## src/rtl/chip_sched_pkg.sv

```systemverilog
// Shared definitions for the chip-test scheduler.
//   state_e        : scheduler FSM state encoding (also exported for debug)
//   N_CHIP_DEF     : default number of tester slots on the socket
//   SETTLE_CYC_DEF : default pin-mux settle time before Run
//   SEL_W          : width of the tester index bus
package chip_sched_pkg;

  localparam int N_CHIP_DEF     = 8;
  localparam int SETTLE_CYC_DEF = 4;
  localparam int SEL_W          = 3;

  typedef enum logic [2:0] {
    S_IDLE    = 3'd0,
    S_ARM     = 3'd1,
    S_RUN     = 3'd2,
    S_WAIT    = 3'd3,
    S_CAPTURE = 3'd4,
    S_RELEASE = 3'd5,
    S_SHOW    = 3'd6
  } state_e;

endpackage

```

## src/rtl/sched_timer.sv

```systemverilog
// Loadable down-counter with a zero flag. Shared by the scheduler for the
// pin-mux settle count and the WAIT watchdog count.
//   clk, rst  : clock, asynchronous active-high reset
//   load      : load load_val (wins over dec)
//   load_val  : value to load
//   dec       : decrement by one, saturating at zero
//   zero      : count is zero
module sched_timer #(
  parameter int W = 8
) (
  input  logic         clk,
  input  logic         rst,
  input  logic         load,
  input  logic [W-1:0] load_val,
  input  logic         dec,
  output logic         zero
);

  logic [W-1:0] count_q;
  logic [W-1:0] count_d;

  always_comb begin
    count_d = count_q;
    if (load) begin
      count_d = load_val;
    end else if (dec && (count_q != '0)) begin
      count_d = count_q - W'(1);
    end
  end

  always_ff @(posedge clk or posedge rst) begin
    if (rst) begin
      count_q <= '0;
    end else begin
      count_q <= count_d;
    end
  end

  assign zero = (count_q == '0);

endmodule

```

## src/rtl/chip_test_sched.sv

```systemverilog
// Chip-test scheduler: on a Start button edge it routes the socket pins to
// the selected tester, lets the mux settle, pulses Run, waits for Done,
// captures the pass/fail result and acknowledges it with Disp until the
// tester drops Done.
//
// Tester handshake (per selected slot): Run_o is a single-cycle request.
// The tester raises Done_i when finished and keeps it high; RSLT_i is taken
// one cycle after Done_i is first seen. Disp_o then stays high until Done_i
// is seen low, which completes the transaction. Done_i/RSLT_i of other
// slots are ignored.
//
// Ports:
//   Clk, Reset        : clock, asynchronous active-high reset
//   Start             : test button level (rising edge starts a test)
//   Sel               : tester index, sampled on the Start edge
//   Chip_Sel          : registered pin-mux select
//   Run_o / Disp_o    : one-hot Run request / result acknowledge
//   Done_i / RSLT_i   : per-tester Done and result (1 = pass)
//   Busy, Pass, Fail, Err : status flags
//   dbg_state         : current FSM state
//
// Build option: define CHIP_SCHED_TIMEOUT_EN to add a WAIT watchdog that
// ends the test with Err=1, Fail=1 after TIMEOUT_CYC cycles without Done.
module chip_test_sched
  import chip_sched_pkg::*;
#(
  parameter int N_CHIP      = N_CHIP_DEF,
  parameter int SETTLE_CYC  = SETTLE_CYC_DEF,
  parameter int TIMEOUT_CYC = 1000000
) (
  input  logic              Clk,
  input  logic              Reset,
  input  logic              Start,
  input  logic [SEL_W-1:0]  Sel,
  output logic [SEL_W-1:0]  Chip_Sel,
  output logic [N_CHIP-1:0] Run_o,
  input  logic [N_CHIP-1:0] Done_i,
  input  logic [N_CHIP-1:0] RSLT_i,
  output logic [N_CHIP-1:0] Disp_o,
  output logic              Busy,
  output logic              Pass,
  output logic              Fail,
  output logic              Err,
  output state_e            dbg_state
);

  // Timer is wide enough for either load so it is identical in both builds.
  localparam int TMR_MAX = (TIMEOUT_CYC > SETTLE_CYC) ? TIMEOUT_CYC : SETTLE_CYC;
  localparam int TMR_W   = $clog2(TMR_MAX + 1);

  state_e           state_q, state_d;
  logic             start_q, start_d;
  logic [SEL_W-1:0] chip_sel_q, chip_sel_d;
  logic             pass_q, pass_d;
  logic             fail_q, fail_d;
  logic             err_q, err_d;

  logic             tmr_load;
  logic [TMR_W-1:0] tmr_val;
  logic             tmr_dec;
  logic             tmr_zero;

  logic [N_CHIP-1:0] sel_oh;
  logic              sel_valid;
  logic              done_sel;
  logic              rslt_sel;
  logic              start_rise;

  // An index beyond the last slot shifts out entirely, giving an all-zero
  // mask: that both flags the select invalid and keeps Run/Disp silent.
  assign sel_oh     = N_CHIP'(1) << chip_sel_q;
  assign sel_valid  = |sel_oh;
  assign done_sel   = |(Done_i & sel_oh);
  assign rslt_sel   = |(RSLT_i & sel_oh);
  assign start_d    = Start;
  assign start_rise = Start & ~start_q;
  assign tmr_dec    = (state_q == S_ARM) || (state_q == S_WAIT);

  sched_timer #(.W(TMR_W)) u_timer (
    .clk      (Clk),
    .rst      (Reset),
    .load     (tmr_load),
    .load_val (tmr_val),
    .dec      (tmr_dec),
    .zero     (tmr_zero)
  );

  // State and datapath registers. The edge register resets high so a
  // button held through reset release is not taken as a new press.
  always_ff @(posedge Clk or posedge Reset) begin
    if (Reset) begin
      state_q    <= S_IDLE;
      start_q    <= 1'b1;
      chip_sel_q <= '0;
      pass_q     <= 1'b0;
      fail_q     <= 1'b0;
      err_q      <= 1'b0;
    end else begin
      state_q    <= state_d;
      start_q    <= start_d;
      chip_sel_q <= chip_sel_d;
      pass_q     <= pass_d;
      fail_q     <= fail_d;
      err_q      <= err_d;
    end
  end

  // Next state, latched select/flags and timer control.
  always_comb begin
    state_d    = state_q;
    chip_sel_d = chip_sel_q;
    pass_d     = pass_q;
    fail_d     = fail_q;
    err_d      = err_q;
    tmr_load   = 1'b0;
    tmr_val    = '0;
    case (state_q)
      S_IDLE, S_SHOW: begin
        if (start_rise) begin
          chip_sel_d = Sel;
          pass_d     = 1'b0;
          fail_d     = 1'b0;
          err_d      = 1'b0;
          tmr_load   = 1'b1;
          tmr_val    = TMR_W'(SETTLE_CYC - 1);
          state_d    = S_ARM;
        end
      end
      S_ARM: begin
        if (!sel_valid) begin
          err_d   = 1'b1;
          state_d = S_SHOW;
        end else if (tmr_zero) begin
          state_d = S_RUN;
        end
      end
      S_RUN: begin
`ifdef CHIP_SCHED_TIMEOUT_EN
        tmr_load = 1'b1;
        tmr_val  = TMR_W'(TIMEOUT_CYC - 1);
`endif
        state_d = S_WAIT;
      end
      S_WAIT: begin
        if (done_sel) begin
          state_d = S_CAPTURE;
        end
`ifdef CHIP_SCHED_TIMEOUT_EN
        else if (tmr_zero) begin
          err_d   = 1'b1;
          fail_d  = 1'b1;
          state_d = S_SHOW;
        end
`else
`endif
      end
      S_CAPTURE: begin
        pass_d  = rslt_sel;
        fail_d  = ~rslt_sel;
        state_d = S_RELEASE;
      end
      S_RELEASE: begin
        if (!done_sel) begin
          state_d = S_SHOW;
        end
      end
      default: state_d = S_IDLE;
    endcase
  end

  // Outputs decoded from the registered state only, so Run and Disp can
  // never overlap and both vanish the instant reset is asserted.
  always_comb begin
    Run_o  = '0;
    Disp_o = '0;
    Busy   = 1'b1;
    case (state_q)
      S_RUN:          Run_o  = sel_oh;
      S_RELEASE:      Disp_o = sel_oh;
      S_IDLE, S_SHOW: Busy   = 1'b0;
      default:        ;
    endcase
  end

  assign Chip_Sel  = chip_sel_q;
  assign Pass      = pass_q;
  assign Fail      = fail_q;
  assign Err       = err_q;
  assign dbg_state = state_q;

endmodule
```

## config.mk

```make
export PLATFORM = sky130hd
export DESIGN_NAME = chip_test_sched
export DESIGN_NICKNAME = d
export VERILOG_FILES = /design/src/rtl/chip_sched_pkg.sv /design/src/rtl/sched_timer.sv /design/src/rtl/chip_test_sched.sv
export SDC_FILE = /design/constraint.sdc
export NUM_CORES = 1
export LEC_CHECK = 0
export ABC_AREA = 1
export BUFFER_PORTS_ARGS = -buffer_cell sky130_fd_sc_hd__buf_4
export CORE_UTILIZATION = 54
export CTS_CLUSTER_DIAMETER = 40
export DETAILED_ROUTE_END_ITERATION = 16
export PLACE_DENSITY = 0.8
export SLEW_MARGIN = 25
export SYNTH_ARGS = -nofsm -noshare
export SYNTH_HDL_FRONTEND = slang
export SYNTH_SLANG_ARGS = --single-unit
```

## constraint.sdc

```tcl
create_clock -name Clk -period 1.7 [get_ports Clk]
set_clock_uncertainty 0.1 [all_clocks]
set_input_delay 0.17 -clock Clk [delete_from_list [all_inputs] [get_ports Clk]]
set_output_delay 0.17 -clock Clk [all_outputs]
set_load 0.01 [all_outputs]
```

* After elaboration in Yosys (flattened, before gate mapping)
Index checks and enable logic that the tools add are counted.
W data, S select, Z words.
** Storage, ports and cells
- Bits of input ports :: 22
- Flip-flop bits (word level) :: 30
- Output and inout bits :: 26
** Cells by class
- Bitwise operators :: 5
- Equal/unequal tests :: 11
- Muxes and demuxes :: 20
- Reduce and logical (&&, ||, !) cells :: 16
- Shift operators :: 1
- Add/subtract/negate cells :: 1
** Operators by type and width (count)
- $mux W20 :: 2
- $reduce_or A8 Y1 :: 3
- $logic_not A20 Y1 :: 1
- $reduce_bool A20 Y1 :: 1
- $sub A20 B1 Y20 const B :: 1
- $pmux W3 S6 :: 1
- $and A8 B8 Y8 :: 2
- $mux W8 :: 2
- $mux W3 :: 5
- $eq A3 B3 Y1 const B :: 3
- $ne A2 B2 Y1 const B :: 4
- $shl A1 B3 Y8 const A :: 1
- $eq A3 B2 Y1 const B :: 2
- $pmux W1 S2 :: 3
- $reduce_bool A2 Y1 :: 3
- $mux W1 :: 5
- $mux W2 :: 2
- $reduce_and A2 Y1 :: 2
- $reduce_and A4 Y1 :: 1
- $eq A3 B1 Y1 const B :: 1
- $logic_not A3 Y1 :: 1
- $ne A3 B3 Y1 const B :: 1
- $reduce_and A3 Y1 :: 1
- $not A1 Y1 :: 2
- other kinds (4) :: 4

* Logic depth before layout (Yosys ltp)
Gate-level depths: netlist of run 1.
- Depth in word-level cells :: 5
- Gate-level depth with buffers :: 10

* Modules after synthesis
A second synthesis of run 1 with hierarchy kept.
** Second synthesis, totals
- Cell total of the unflattened synthesis :: 377
- Area, all modules :: 2453.6 µm²
** By module, submodules not included
- sched_timer :: instances 1, sequential area each 500.5 µm², cells each 253, area each 1587.8 µm²
- chip_test_sched :: instances 1, sequential area each 251.5 µm², cells each 124, area each 865.8 µm²

* Worst setup path after synthesis of run 1
Ideal clock, no wire load.
- Kind :: reg2reg
- From :: register u_timer.count_q[0]
- To :: register u_timer.count_q[18]
- Path buffers :: 1
- Setup slack :: 0.151 ns
- Period minus slack after synthesis :: 1.549 ns
- Stages on the path, launching flop included :: 11
- Library setup time :: 0.119 ns
- Arrival :: 1.330 ns
- Data required time :: 1.481 ns
- Path through :: dfrtp_1 > inv_2 > ha_1 > nand2_1 > nor2_1 > nand3_2 > nand2_2 > buf_6 > inv_2 > nand4_1 > o21ai_2
** On the way
- Cells in the longest elaborated chain, start to end :: 3
** RTL lines
- start, declared :: RTL line sched_timer.sv:19 : logic [W-1:0] count_q;
- start signal, assigned :: RTL line sched_timer.sv:35 : count_q <= count_d;
- $sub A20 B1 Y20 / $reduce_bool A20 Y1 (equally long branches) :: RTL line sched_timer.sv:27, sched_timer.sv:26
- $mux W20 / $logic_and A1 B1 Y1 (equally long branches) :: RTL line sched_timer.sv:26 : end else if (dec && (count_q != '0)) begin
- $mux W20 / $reduce_bool A2 Y1 (equally long branches)
Several ways; a longest one is shown, not always the timed one. The select of a mux whose other input is x is not followed.
A chain may end at the register's enable or synchronous reset.

* Worst setup path after layout of run 1
- From :: register u_timer.count_q[9]
- To :: register u_timer.count_q[3]
** On the way
- Cells in the longest elaborated chain, start to end :: 3
** RTL lines (RTL line)
- $reduce_bool A20 Y1 :: sched_timer.sv:26
- $logic_and A1 B1 Y1 :: sched_timer.sv:26
- $reduce_bool A2 Y1 (no source line)
No other way between the ends.

==> parameters.txt, run 1 <==
Parameter                              Value

Clock network
  Clock Latency Late Sink ... 0.31 ns
  Clock transition at the registers of the reported paths ... 0.07 ns
  Clock Tree Root ... sky130_fd_sc_hd__clkbuf_8
  Deepest clock path buffer count ... 2
  TritonCTS clock tree ... built
  Number of H-tree branching levels ... 2
  TritonCTS Buffers ... 5
  Total number of clock tree sinks ... 30

Pwr
  Max rail drop VDD ... 0.00128 V
  Lkg Pwr ... 1.53 nW
  PD cells ... 1890 nW/um^2
  Total design power ... 5.76 mW
  Net switching component of the power ... 2.92 mW
  Fraction of power consumed by the clock network ... 0.110
  Switching part of the total power ... 0.507
  Sequential share of power ... 0.231
  Internal Power ... 2.84 mW
  Part of the power in combinational logic ... 0.659

GRT
  Number of antenna violations at the first check in global routing ... 0
  Overflow after GRT ... 0
  First-pass GRT wire length ... 10,100 um
  GR Util All Layers ... 0.323
  Number of global-route vias before repair ... 2,216
  Pin count of the biggest net entering global routing ... 31

Flow run
  Max-cap violation count ... 0

STA
  Max Freq ... 582 MHz
  Final Slew Violations ... 0
  Hold violation count in the final report ... 0
  Minimum hold slack ... 0.221 ns
  Worst rel slew slack ... 0.740
  Endpoints failing setup ... 2
  Post-route fraction of the period consumed by the critical path ... 1.01
  Final worst setup slack ... -0.0192 ns
  RSZ-0062 raised after global routing ... true
  Least-Margin Pin Slew ... 0.391 ns
  Final Critical Period ... 1.72 ns

Yosys
  Share of synthesized flip-flops with an asynchronous set or reset ... 1.00
  Dominant register cell in the synthesized netlist ... sky130_fd_sc_hd__dfrtp_1
  Avg Inst Size Synth ... 6.84 um^2
  Nets in the synthesized netlist ... 330
  Synthesis warning total ... 0
  Synth unique cells ... 32
  Flip-flop and latch count after synthesis ... 30
  Syn Inst Count ... 306
  Cell area after synthesis ... 2090 um^2
  Portion of the post-synthesis area used by sequential elements ... 0.359
  Count of flip-flops with a built-in enable after synthesis ... 0

Finish
  Share of final-layout standard cells stronger than drive strength 1 ... 0.369
  Layout Area Growth over Synthesis ... 45.3%
  Final layout net count ... 413
  ANT cells ... 0
  Non-filler instance count after layout ... 438

Hold path
  HP Class ... input port to flip-flop

Placement
  Half-perimeter wire length of the detailed placement result ... 4440 um
  Placed cells ... 415
  Last weighted congestion value of the routability-driven placer ... 0.935
  Place WS ... 0.00710 ns
  Count of port buffers added during placement ... 47

Worst setup path
  Arrival @ worst endpoint ... 1.80 ns
  Critical Path Source Type ... flip-flop
  Critical-path cell list ... nor2_2, nand2_2, nor2_4, nand3_4, nand2_8, buf_12, nor2_1, o21ai_1, nor2_1
  CP Capture Type ... flip-flop
  Worst Path Required ... 1.78 ns
  Most repeated library cell on the critical path ... sky130_fd_sc_hd__nor2_1
  Slowest CP cell ... sky130_fd_sc_hd__dfrtp_1
  Maximum fanout along the worst path ... 5
  Kind of critical path ... flip-flop to flip-flop
  Delay of the slowest critical-path stage ... 0.44 ns

Die
  Area inside the core boundary ... 3690 um^2
  IO Count ... 48
  Die area ... 4130 um^2
  Initial core utilization ... 0.567
  Row Count ... 22
  DIE WIDTH ... 64.2 um
  Die Y-Extent ... 64.2 um

Routing
  Remaining number of nets flagged by the antenna check after routing ... 0
  Total number of vias ... 2,406
  First-pass iteration count of the detailed router ... 6
  Wire length per cell ... 15.1 um
  Number of vias per cell ... 5.49
  Drt first-iter violations ... 271
  Total DRC errors in the routed layout ... 0
  Detailed Route WL ... 6620 um

Outcome
  Violations in the final reports ... setup timing
  Run status ... finished with violations
==> cells in the mapped netlist, drive strengths merged, types with 3 or more instances <==
master	number	share of area
inv	33	0.062
nor3b	3	0.011
o22ai	3	0.0090
nand2	80	0.15
nor2	71	0.14
dfrtp	29	0.35
nand3	22	0.061
xor2	5	0.021
buf	7	0.023
nand4	19	0.057
o21ai	22	0.063
==> flip-flops by register name, summed over array words and instances (netlist names) <==
name	cells
Fail	1
dbg_state	3
Err	1
u_timer.count_q	20
Pass	1
start_q	1
Chip_Sel	3
==> metal layers <==
layer | up-vias | share of wire | wire length [um] | GRT usage
met3 | 24 | 0.065 | 432 | 0.0750
met1 | 1127 | 0.41 | 2700 | 0.407
met2 | 98 | 0.50 | 3290 | 0.517
met5 | - | 0 | 0 | 0
met4 | 0 | 0.030 | 201 | 0.153
li1 | 1157 | - | - | -
==> layout by cell type (no fill, tap or decap), types with 3 or more instances in the layout <==
cell type | Yosys | layout
sky130_fd_sc_hd__buf_4 | 0 | 75
sky130_fd_sc_hd__inv_4 | 2 | 3
sky130_fd_sc_hd__o21ai_2 | 6 | 6
sky130_fd_sc_hd__o22ai_1 | 3 | 3
sky130_fd_sc_hd__nor2_4 | 0 | 5
sky130_fd_sc_hd__nor2_2 | 5 | 13
sky130_fd_sc_hd__xor2_1 | 5 | 5
sky130_fd_sc_hd__nand2_1 | 76 | 73
sky130_fd_sc_hd__o21ai_0 | 9 | 8
sky130_fd_sc_hd__dfrtp_1 | 29 | 25
sky130_fd_sc_hd__clkbuf_8 | 0 | 6
sky130_fd_sc_hd__nand3_4 | 1 | 3
sky130_fd_sc_hd__nand2_2 | 3 | 3
sky130_fd_sc_hd__dlygate4sd3_1 | 0 | 5
sky130_fd_sc_hd__dfrtp_2 | 0 | 4
sky130_fd_sc_hd__inv_1 | 24 | 21
sky130_fd_sc_hd__o21ai_1 | 7 | 8
sky130_fd_sc_hd__nand4_1 | 19 | 19
sky130_fd_sc_hd__nor3b_1 | 3 | 3
sky130_fd_sc_hd__nor2_1 | 65 | 52
sky130_fd_sc_hd__inv_2 | 7 | 8
sky130_fd_sc_hd__nand3_1 | 20 | 18
==> stage by stage <==
stage | TNS [ns] | util | area, um^2
CTS | -0.00377 | 0.756 | 2790
global route | -1.09 | 0.824 | 3040
floorplan | 0 | - | 2090
detailed placement | 0 | 0.712 | 2630
global placement | 0 | 0.712 | 2630
finish | -0.0279 | 0.824 | 3040
==> final timing paths <==
| check | endpoint | slack [ns] | cells after the start | startpoint |
|---|---|---|---|---|
| max in group asynchronous | start_q | 0.76 | 4 | Reset |
| min reg2reg | Err | 0.41 | 2 | Err |
| max | u_timer.count_q[3] | -0.02 | 9 | u_timer.count_q[9] |
| min in group asynchronous | Err | 0.40 | 4 | Reset |
| min | Fail | 0.22 | 6 | RSLT_i[0] |
| max reg2reg | u_timer.count_q[3] | -0.02 | 9 | u_timer.count_q[9] |
==> cell type report <==
| class | instances | area, um^2 |
|---|---|---|
| clock buffer | 6 | 82.6 |
| clock inverter | 2 | 12.5 |
| fill | 233 | 649 |
| inverter | 33 | 144 |
| multi-input combinational | 236 | 1310 |
| sequential | 30 | 757 |
| tap | 48 | 60.1 |
| timing repair buffer | 83 | 669 |
==> cell families after synthesis <==
kind of cell,after synthesis,share of synthesized area
AND/OR/NAND/NOR,197,0.426
buffers and inverters,40,0.0843
AO/OA/AOI/OAI,31,0.0933
flip-flops,30,0.359
XOR/XNOR,6,0.0251
adder cells (fa/ha/maj),2,0.0120
==> repair_timing <==
item | CTS | global route
cloned | 0 | 1
gates resized for setup | 7 | 42
endpoints found under the hold margin | 33 | 0
setup buffers | 0 | 9
hold buffers | 5 | 0
pin swaps | 0 | 10
setup endpoints to repair | 20 | 39
==> power by group through the flow <==
| stage | logic, mW | clock network (mW) | registers, mW |
|---|---|---|---|
| 4_1_cts | 3.08 | 0.622 | 1.29 |
| 2_1_floorplan | 2.07 | 0 | 1.23 |
| 5_1_grt | 4.17 | 0.654 | 1.35 |
| 3_5_place_dp | 3.02 | 0 | 1.29 |
| 6_report | 3.80 | 0.632 | 1.33 |
| 3_3_place_gp | 2.97 | 0 | 1.28 |
==> critical path, delay by kind of cell, from the launching register on <==
kind,cells,cell delay (ns)
simple gates,7,0.81
flops,1,0.44
compound gates,1,0.15
buf+inv,1,0.12
(Power assumes the default switching activity.)
==> inputs of run 2 (changes only) <==
Settings changed: CORE_MARGIN from default to 4.
==> run 2 against run 1 <==
The flow now finishes without violations; total power decreased by 1.9%; critical path type unchanged; critical path depth unchanged; final cell count increased by 0.46%; non-clock buffer count increased by 2; count of clock-buffer cells in the layout increased by 1; die area increased by 20%; combinational power about the same; largest power group unchanged; core utilization decreased by 1.1 points; worst setup slack improved by 0.035 ns; sequential share of layout area increased by 0.25 points.
==> parameters.txt, run 2 (same netlist as run 1, synthesis figures left out) <==
Parameter                              Value

STA
  Post-route fraction of the period consumed by the critical path ... 0.991 (-0.0205)
  Endpoints failing setup ... 0 (-2)
  Final Critical Period ... 1.68 ns (-0.0348 ns)
  Minimum hold slack ... 0.0139 ns (-0.207 ns)
  Worst rel slew slack ... 0.737 (-0.00293)
  RSZ-0062 raised after global routing ... true
  Least-Margin Pin Slew ... 0.395 ns (+0.00439 ns)
  Hold violation count in the final report ... 0 (unchanged)
  Max Freq ... 594 MHz (+2.1%)
  Final Slew Violations ... 0 (unchanged)

Clock network
  Total number of clock tree sinks ... 30 (unchanged)
  TritonCTS clock tree ... built
  Number of H-tree branching levels ... 2 (unchanged)
  Deepest clock path buffer count ... 2 (unchanged)
  Clock Tree Root ... sky130_fd_sc_hd__clkbuf_8
  Clock Latency Late Sink ... 0.28 ns (-0.03 ns)
  TritonCTS Buffers ... 5 (unchanged)
  Clock transition at the registers of the reported paths ... 0.06 ns (about the same)

Routing
  Detailed Route WL ... 6270 um (-5.3%)
  Wire length per cell ... 14.3 um (-5.7%)
  First-pass iteration count of the detailed router ... 4 (-2)
  Total DRC errors in the routed layout ... 0 (unchanged)
  Drt first-iter violations ... 169 (-38%)
  Number of vias per cell ... 5.33 (-3.0%)
  Total number of vias ... 2,344 (-2.6%)
  Remaining number of nets flagged by the antenna check after routing ... 0 (unchanged)

Hold path
  HP Class ... input port to flip-flop

Outcome
  Run status ... complete, no violations

Worst setup path
  Critical Path Source Type ... flip-flop
  Maximum fanout along the worst path ... 8 (+3)
  Worst Path Required ... 1.75 ns (-0.03 ns)
  Kind of critical path ... flip-flop to flip-flop
  CP Capture Type ... flip-flop
  Arrival @ worst endpoint ... 1.74 ns (-0.06 ns)

Finish
  ANT cells ... 0 (unchanged)
  Final layout net count ... 415 (+0.48%)
  Post-route standard cell area excluding fillers ... 3020 um^2 (-0.66%)
  Number of flip-flops under the largest register name ... 20 (unchanged)
  Most frequent standard cell in the layout excluding fill and tap cells ... sky130_fd_sc_hd__buf_4
  Share of final-layout standard cells stronger than drive strength 1 ... 0.388 (+0.0185)
  Area of combinational cells with multiple inputs ... 1300 um^2 (-0.86%)
  Register Area ... 759 um^2 (+0.33%)
  Commonest non-fill, non-tap cells in the layout ... sky130_fd_sc_hd__buf_4 (79), sky130_fd_sc_hd__nand2_1 (72), sky130_fd_sc_hd__nor2_1 (52), sky130_fd_sc_hd__dfrtp_1 (23), sky130_fd_sc_hd__inv_1 (22)
  Number of filler instances in the final layout ... 247 (+6.0%)
  Layout Area Growth over Synthesis ... 44.3%
  Biggest register ... u_timer.count_q

Placement
  Half-perimeter wire length of the detailed placement result ... 4510 um (+1.7%)
  Count of port buffers added during placement ... 47 (unchanged)
  Placement Cell Area ... 2640 um^2 (+0.38%)
  Last weighted congestion value of the routability-driven placer ... 0.926 (-0.99%)

GRT
  Overflow after GRT ... 0 (unchanged)
  Pin count of the biggest net entering global routing ... 31 (unchanged)
  First-pass GRT wire length ... 10,200 um (+1.3%)
  GR Util All Layers ... 0.252 (-0.0701)
  Number of antenna violations at the first check in global routing ... 0 (unchanged)
  Number of global-route vias before repair ... 2,219 (+0.14%)

Pwr
  PD cells ... 1870 nW/um^2 (-1.2%)
  Part of the power in combinational logic ... 0.674 (+0.015)
  Switching part of the total power ... 0.494 (-0.0123)
  Sequential share of power ... 0.223 (-0.008)
  Fraction of power consumed by the clock network ... 0.103 (-0.007)
  Net switching component of the power ... 2.79 mW (-4.3%)
  Lkg Pwr ... 1.52 nW (-0.35%)
  Max rail drop VDD ... 0.00139 V (+8.6%)
  Internal Power ... 2.86 mW (+0.59%)

Die
  Die Y-Extent ... 70.2 um (+9.3%)
  IO Count ... 48 (unchanged)
  Row Count ... 22 (unchanged)
  Die area ... 4930 um^2 (+20%)
  Initial core utilization ... 0.563 (-0.00420)
  Area inside the core boundary ... 3720 um^2 (+0.75%)
  DIE WIDTH ... 70.2 um (+9.3%)

Flow run
  Max-cap violation count ... 0 (unchanged)
run 2: through the flow:
| step | std cells | total power [mW] | worst slack [ns] | TNS [ns] | util |
|---|---|---|---|---|---|
| 5_1_grt | 440 | 6.13 | -0.0612 | -0.424 | 0.812 |
| 3_5_place_dp | 418 | 4.32 | 0.0245 | 0 | 0.710 |
| 6_report | 440 | 5.65 | 0.0156 | 0 | 0.812 |
| 4_1_cts | 428 | 4.97 | -0.0150 | -0.0150 | 0.744 |
| 2_1_floorplan | 306 | 3.29 | 0.151 | 0 | - |
| 3_3_place_gp | 418 | 4.25 | 0.0769 | 0 | 0.710 |
run 2: final timing paths:
check                      cells past startpoint                  end                from  slack [ns]
max in group asynchronous                      4              start_q               Reset        0.73
setup / recovery                               9   u_timer.count_q[8]  u_timer.count_q[8]        0.02
min in group asynchronous                      4  u_timer.count_q[18]               Reset        0.44
setup reg to reg                               9   u_timer.count_q[8]  u_timer.count_q[8]        0.02
hold / removal                                 3          Chip_Sel[2]              Sel[2]        0.01
hold reg to reg                                2                  Err                 Err        0.41
run 2: final cells by class:
class,count,share of cell area
multi-input cells,236,0.431
inverters,33,0.0468
well taps,48,0.0199
clock inverters,1,0.00166
repair buffers,85,0.220
clock buffers,7,0.0286
flip-flops and latches,30,0.252
run 2: timing repair:
action                                 CTS  global route
setup buffers                            0            12
gates resized for setup                  5            49
setup endpoints to repair               10            38
endpoints found under the hold margin   30             0
hold buffers                             2             0
pin swaps                                0             7
run 2: routing by layer:
metal | track usage | vias to the layer above | part of all wire
met5 | 0 | - | 0
met4 | 0.0532 | 0 | 0.013
met3 | 0.0388 | 11 | 0.058
met2 | 0.416 | 75 | 0.52
met1 | 0.350 | 1090 | 0.41
li1 | - | 1168 | -
run 2: critical path, cell delays in order, from the launching register on:
cell	delay, ns
sky130_fd_sc_hd__dfrtp_1	0.41
sky130_fd_sc_hd__nor2_2	0.16
sky130_fd_sc_hd__nand2_2	0.10
sky130_fd_sc_hd__nor2_4	0.16
sky130_fd_sc_hd__nand3_4	0.12
sky130_fd_sc_hd__nand2_4	0.12
sky130_fd_sc_hd__buf_8	0.14
sky130_fd_sc_hd__inv_8	0.05
sky130_fd_sc_hd__nand4_1	0.12
sky130_fd_sc_hd__o21ai_2	0.08
run 2: power groups by stage:
stage | sequential, mW | clock [mW] | combinational (mW)
2_1_floorplan | 1.23 | 0 | 2.07
3_3_place_gp | 1.26 | 0 | 2.99
3_5_place_dp | 1.26 | 0 | 3.06
4_1_cts | 1.27 | 0.592 | 3.11
5_1_grt | 1.31 | 0.624 | 4.20
6_report | 1.26 | 0.581 | 3.81
